==> config.mk <==
export PLATFORM = sky130hd
export DESIGN_NAME = kpn_delay_controller
export DESIGN_NICKNAME = d
export VERILOG_FILES = /design/src/rtl/kpn_pkg.sv /design/src/rtl/kpn_token_counter.sv /design/src/rtl/kpn_delay_controller.sv
export SDC_FILE = /design/constraint.sdc
export NUM_CORES = 1
export LEC_CHECK = 0
export CAP_MARGIN = 0
export CORE_ASPECT_RATIO = 0.75
export CORE_MARGIN = 2
export CORE_UTILIZATION = 43
export CTS_CLUSTER_SIZE = 30
export DETAILED_ROUTE_END_ITERATION = 10
export PLACE_DENSITY = 0.84
export RECOVER_POWER = 25
export SLEW_MARGIN = 20
export SYNTH_ARGS = -nofsm -noshare
export SYNTH_HDL_FRONTEND = slang
export SYNTH_SLANG_ARGS = --single-unit
==> constraint.sdc <==
create_clock -name clk -period 5.1 [get_ports clk]
set_input_delay 1.275 -clock clk [delete_from_list [all_inputs] [get_ports clk]]
set_output_delay 1.275 -clock clk [all_outputs]
set_load 0.02 [all_outputs]
==> src/rtl/kpn_pkg.sv <==
// Shared definitions for the KPN node family: controller state type and default widths.
package kpn_pkg;

  localparam int KPN_DATA_WIDTH = 16;
  localparam int KPN_CNT_WIDTH  = 4;

  typedef enum logic [1:0] {
    ST_IDLE    = 2'd0,
    ST_PRELOAD = 2'd1,
    ST_FORWARD = 2'd2
  } kpn_state_e;

endpackage

==> src/rtl/kpn_token_counter.sv <==
// 16-bit token counter with synchronous clear and enable; wraps 0xFFFF -> 0x0000.
module kpn_token_counter (
  input  logic        clk,
  input  logic        rst_n,
  input  logic        clr,
  input  logic        en,
  output logic [15:0] count
);

  logic [15:0] count_q, count_d;

  always_comb begin
    count_d = count_q;
    if (clr) begin
      count_d = '0;
    end else if (en) begin
      count_d = count_q + 16'd1;
    end
  end

  always_ff @(posedge clk or negedge rst_n) begin
    if (!rst_n) begin
      count_q <= '0;
    end else begin
      count_q <= count_d;
    end
  end

  assign count = count_q;

endmodule

==> src/rtl/kpn_delay_controller.sv <==
// KPN delay node: injects delay_cfg initial tokens downstream, then forwards
// upstream tokens with zero latency until stopped.
module kpn_delay_controller
  import kpn_pkg::*;
#(
  parameter int DATA_WIDTH = KPN_DATA_WIDTH,
  parameter int CNT_WIDTH  = KPN_CNT_WIDTH
) (
  input  logic                  clk,
  input  logic                  rst_n,
  input  logic                  start,
  input  logic                  stop,
  input  logic [CNT_WIDTH-1:0]  delay_cfg,
  input  logic [DATA_WIDTH-1:0] init_value,
  input  logic [DATA_WIDTH-1:0] in_data,
  input  logic                  in_empty,
  output logic                  in_rd,
  output logic [DATA_WIDTH-1:0] out_data,
  input  logic                  out_full,
  output logic                  out_wr,
  output logic                  busy,
  output logic                  preload_done,
  output logic [15:0]           token_count
);

  kpn_state_e            state_q, state_d;
  logic [CNT_WIDTH-1:0]  remain_q, remain_d;
  logic [DATA_WIDTH-1:0] init_reg_q, init_reg_d;
  logic                  preload_done_q, preload_done_d;
  logic                  cnt_clr, cnt_en;

  always_comb begin
    state_d        = state_q;
    remain_d       = remain_q;
    init_reg_d     = init_reg_q;
    preload_done_d = preload_done_q;
    in_rd          = 1'b0;
    out_wr         = 1'b0;
    out_data       = '0;
    cnt_clr        = 1'b0;
    cnt_en         = 1'b0;
    unique case (state_q)
      ST_IDLE: begin
        // start has priority over a simultaneous stop here
        if (start) begin
          remain_d   = delay_cfg;
          init_reg_d = init_value;
          cnt_clr    = 1'b1;
          if (delay_cfg != '0) begin
            state_d        = ST_PRELOAD;
            preload_done_d = 1'b0;
          end else begin
            state_d        = ST_FORWARD;
            preload_done_d = 1'b1;
          end
        end
      end
      ST_PRELOAD: begin
        out_data = init_reg_q;
        out_wr   = !out_full;
        if (out_wr) begin
          remain_d = remain_q - 1'b1;
        end
        if (stop) begin
          state_d = ST_IDLE;
        end else if (out_wr && remain_q == CNT_WIDTH'(1)) begin
          state_d        = ST_FORWARD;
          preload_done_d = 1'b1;
        end
      end
      ST_FORWARD: begin
        in_rd    = !in_empty && !out_full;
        out_wr   = in_rd;
        out_data = in_data;
        cnt_en   = in_rd;
        if (stop) begin
          state_d = ST_IDLE;
        end
      end
      default: state_d = ST_IDLE;
    endcase
  end

  always_ff @(posedge clk or negedge rst_n) begin
    if (!rst_n) begin
      state_q        <= ST_IDLE;
      remain_q       <= '0;
      init_reg_q     <= '0;
      preload_done_q <= 1'b0;
    end else begin
      state_q        <= state_d;
      remain_q       <= remain_d;
      init_reg_q     <= init_reg_d;
      preload_done_q <= preload_done_d;
    end
  end

  kpn_token_counter u_token_counter (
    .clk   (clk),
    .rst_n (rst_n),
    .clr   (cnt_clr),
    .en    (cnt_en),
    .count (token_count)
  );

  assign busy         = (state_q != ST_IDLE);
  assign preload_done = preload_done_q;

endmodule

==> flow_summary.toml <==
[die]
coreArea_um2 = 4845
die_area_um2 = 5583
die_x_um = 85.62
io_pins = 78
die_h_um = 65.22
initial_core_util_pct = 44.34
rows = 22

[sta]
finalSetupTns_ns = 0
rsz0062_at_grt = "false"
finalHoldViolations = 0
slew_headroom_pct = -33.59
period_needed_ns = 4.378
drv_slew = 40
tightest_slew_ns = 2.004
fin_crit_sh_pct = 85.84
timing.fmax_mhz = 228.4
finClkSkew_ns = 0.005663
finalSetupViolCount = 0

[clock_tree]
cts_num_sinks = 39
cts_root_buffer = "clkbuf_8"
cts_tree = "yes"
postCtsHoldBufs = 0
postCtsSetupBuffers = 0
cts.path.max_buffers = 2
htreeDepth = 2
cts_buffers = 5
ctsResizeCount = 0
clkLatencyLatePin_ns = 0.29
path_clk_slew_ns = 0.07

[synth]
yosysWarnings = 0
syn_nets = 297
syn_area_um2 = 2148
synth-seq-cells = 39
ys_seq_area_share_pct = 45.43
netlist_instances = 249
synth.distinct_cells = 37
postSynthAreaPerCell_um2 = 8.628

[worst_setup_path]
crit_type = "in2out"
cp-startpoint = "out_full"
cp-start-kind = "input port"
crit_path_end_kind = "primary output"
crit_required_ns = 3.83
cp.arrival_ns = 3.10
worst-path-max-fanout = 9
timing.rr.start = "state_q[1]"

[final_layout]
final_net_count = 372
syn_to_final_growth_pct = 43.86
fin_area_um2 = 3090
mostFrequentLayoutCell = "clkdlybuf4s50_1"
final_cell_mix = "clkdlybuf4s50_1 (76), nand2_1 (61), dfrtp_1 (39)"
antenna_cells = 0
drive_gt1_share_pct = 3.692

[global_routing]
grt_overflow = 0
antenna_found_initial = 0
use_met3_pct = 6.784
met2_usage_pct = 32.23
grt_max_degree = 40
grt_pass1_wl_um = 9135
gr-max-usage-layer = "met2"
grt_usage_pct = 20.71
gr-usage-met1_pct = 27.27
grt_pass1_vias = 1977

[power]
p_leak_uw = 0.001299
powerDensity_nw_per_um2 = 468.8
swShare_pct = 38.29
intPower_uw = 894.2
ir_worst_vdd_uv = 257.8
comb_power_share_pct = 47.3
pwr-share-clk_pct = 21.0
p_sw_uw = 554.8
p_seq_share_pct = 31.8

[outcome]
status = "finished with violations"
violations = "capacitance limit, slew limit"

[detailed_routing]
drt_iter0_drc = 117
vias = 2063
drt-vias-per-instance = 5.358
drcViolationCount = 0
wl_per_cell_um = 14.51
dr.pass1.iters = 4
ant_nets = 0
routed_wl_um = 5588

[placed_design]
gp_congestion = 0.8259
dpl_cell_area_um2 = 2955
portBuffers = 77
dpl.hpwl_um = 3975

[min_path]
min_path_type = "reg2reg"
min_from = "init_reg_q[5]"

[run]
drv_cap = 1
==> power groups by stage <==
stage,clock (uW),combinational [uW],sequential [uW]
detailed placement,0,684,465
floorplan,0,439,456
global placement,0,665,461
global route,324,761,474
CTS,310,687,461
finish,304,685,460
==> layout make-up <==
cell class	instances	area (um^2)
well taps	60	75.07
multi-input cells	190	1086
flip-flops and latches	39	975.9
inverters	8	30.03
clock buffers	5	68.82
repair buffers	80	787.0
clock inverters	3	67.56
fillers	428	1754
==> layer usage <==
metal	part of all wire (%)	vias to the layer above
met4	0.57	0
met2	47	79
met1	45	972
li1	-	1009
met5	0	-
met3	7.1	3
==> cell families (layout without fill, tap and decap cells) <==
| family | count (synthesis) | after routing | synth area share, % |
|---|---|---|---|
| AOI/OAI and AO/OA | 54 | 54 | 16.72 |
| xor gates and xnor gates | 9 | 9 | 3.669 |
| adders and majority gates | 6 | 6 | 3.494 |
| buffers and inverters | 20 | 96 | 4.019 |
| DFF | 39 | 39 | 45.43 |
| and+or+nand+nor | 121 | 121 | 26.68 |
==> synthesized netlist by cell type <==
library cell	instances	share of area [%]
o211a_1	1	0.47
buf_4	1	0.35
and4_1	3	1.2
dfrtp_1	39	45
clkbuf_1	7	1.2
o2111ai_1	1	0.41
nor4_1	1	0.29
a2111o_1	1	0.52
and2_1	3	0.87
nand2_1	61	11
ha_1	6	3.5
nor2b_1	18	5.2
a21oi_1	13	3.0
buf_6	1	0.52
o211ai_1	4	1.4
nand4_1	3	0.87
o22ai_1	1	0.29
buf_1	3	0.52
a211oi_1	2	0.70
nand3_1	5	1.2
or3b_1	1	0.41
nor3_1	4	0.93
o221ai_1	1	0.41
o32ai_1	1	0.41
or3_1	6	1.7
inv_1	7	1.2
nor2_1	14	2.4
or4b_2	1	0.47
a22oi_1	16	5.6
xnor2_1	4	1.6
xor2_1	5	2.0
or4_1	1	0.35
a2111oi_0	1	0.41
clkinv_1	1	0.17
o21ai_0	10	2.3
a21o_1	1	0.35
a211o_1	1	0.41
==> worst paths after layout <==
path / to / slack [ns] / cells after the start
max in group asynchronous: init_reg_q[2] / 2.41 / 1
worst max register to register: u_token_counter.count[11] / 2.65 / 6
worst max-delay path: in_rd / 0.72 / 4
min in group asynchronous: remain_q[0] / 1.54 / 1
worst min-delay path: init_reg_q[5] / 0.48 / 2
worst min register to register: init_reg_q[5] / 0.48 / 2
==> stage by stage <==
step	std cells	setup WS (ns)	util, %	total power (uW)	hold WS, ns
final	385	0.7221	63.79	1449	0.4822
after CTS	385	0.7341	63.82	1458	0.4878
after floorplan	249	1.743	-	895.2	0.4464
after detailed placement	377	0.7373	61.00	1149	0.4678
after global routing	385	0.6300	63.79	1560	0.5174
after global placement	377	0.7436	61.00	1126	0.4609
==> critical path: stages <==
cell             delay, ns
clkdlybuf4s50_1       0.46
or3b_1                0.52
clkinv_1              0.21
clkdlybuf4s50_1       0.63
==> registers in the layout (all words and copies together), names as in the netlist <==
register               flops
remain_q                   4
state_q                    2
init_reg_q                16
preload_done               1
u_token_counter.count     16
Note: power is estimated with default switching activity, not from simulation.
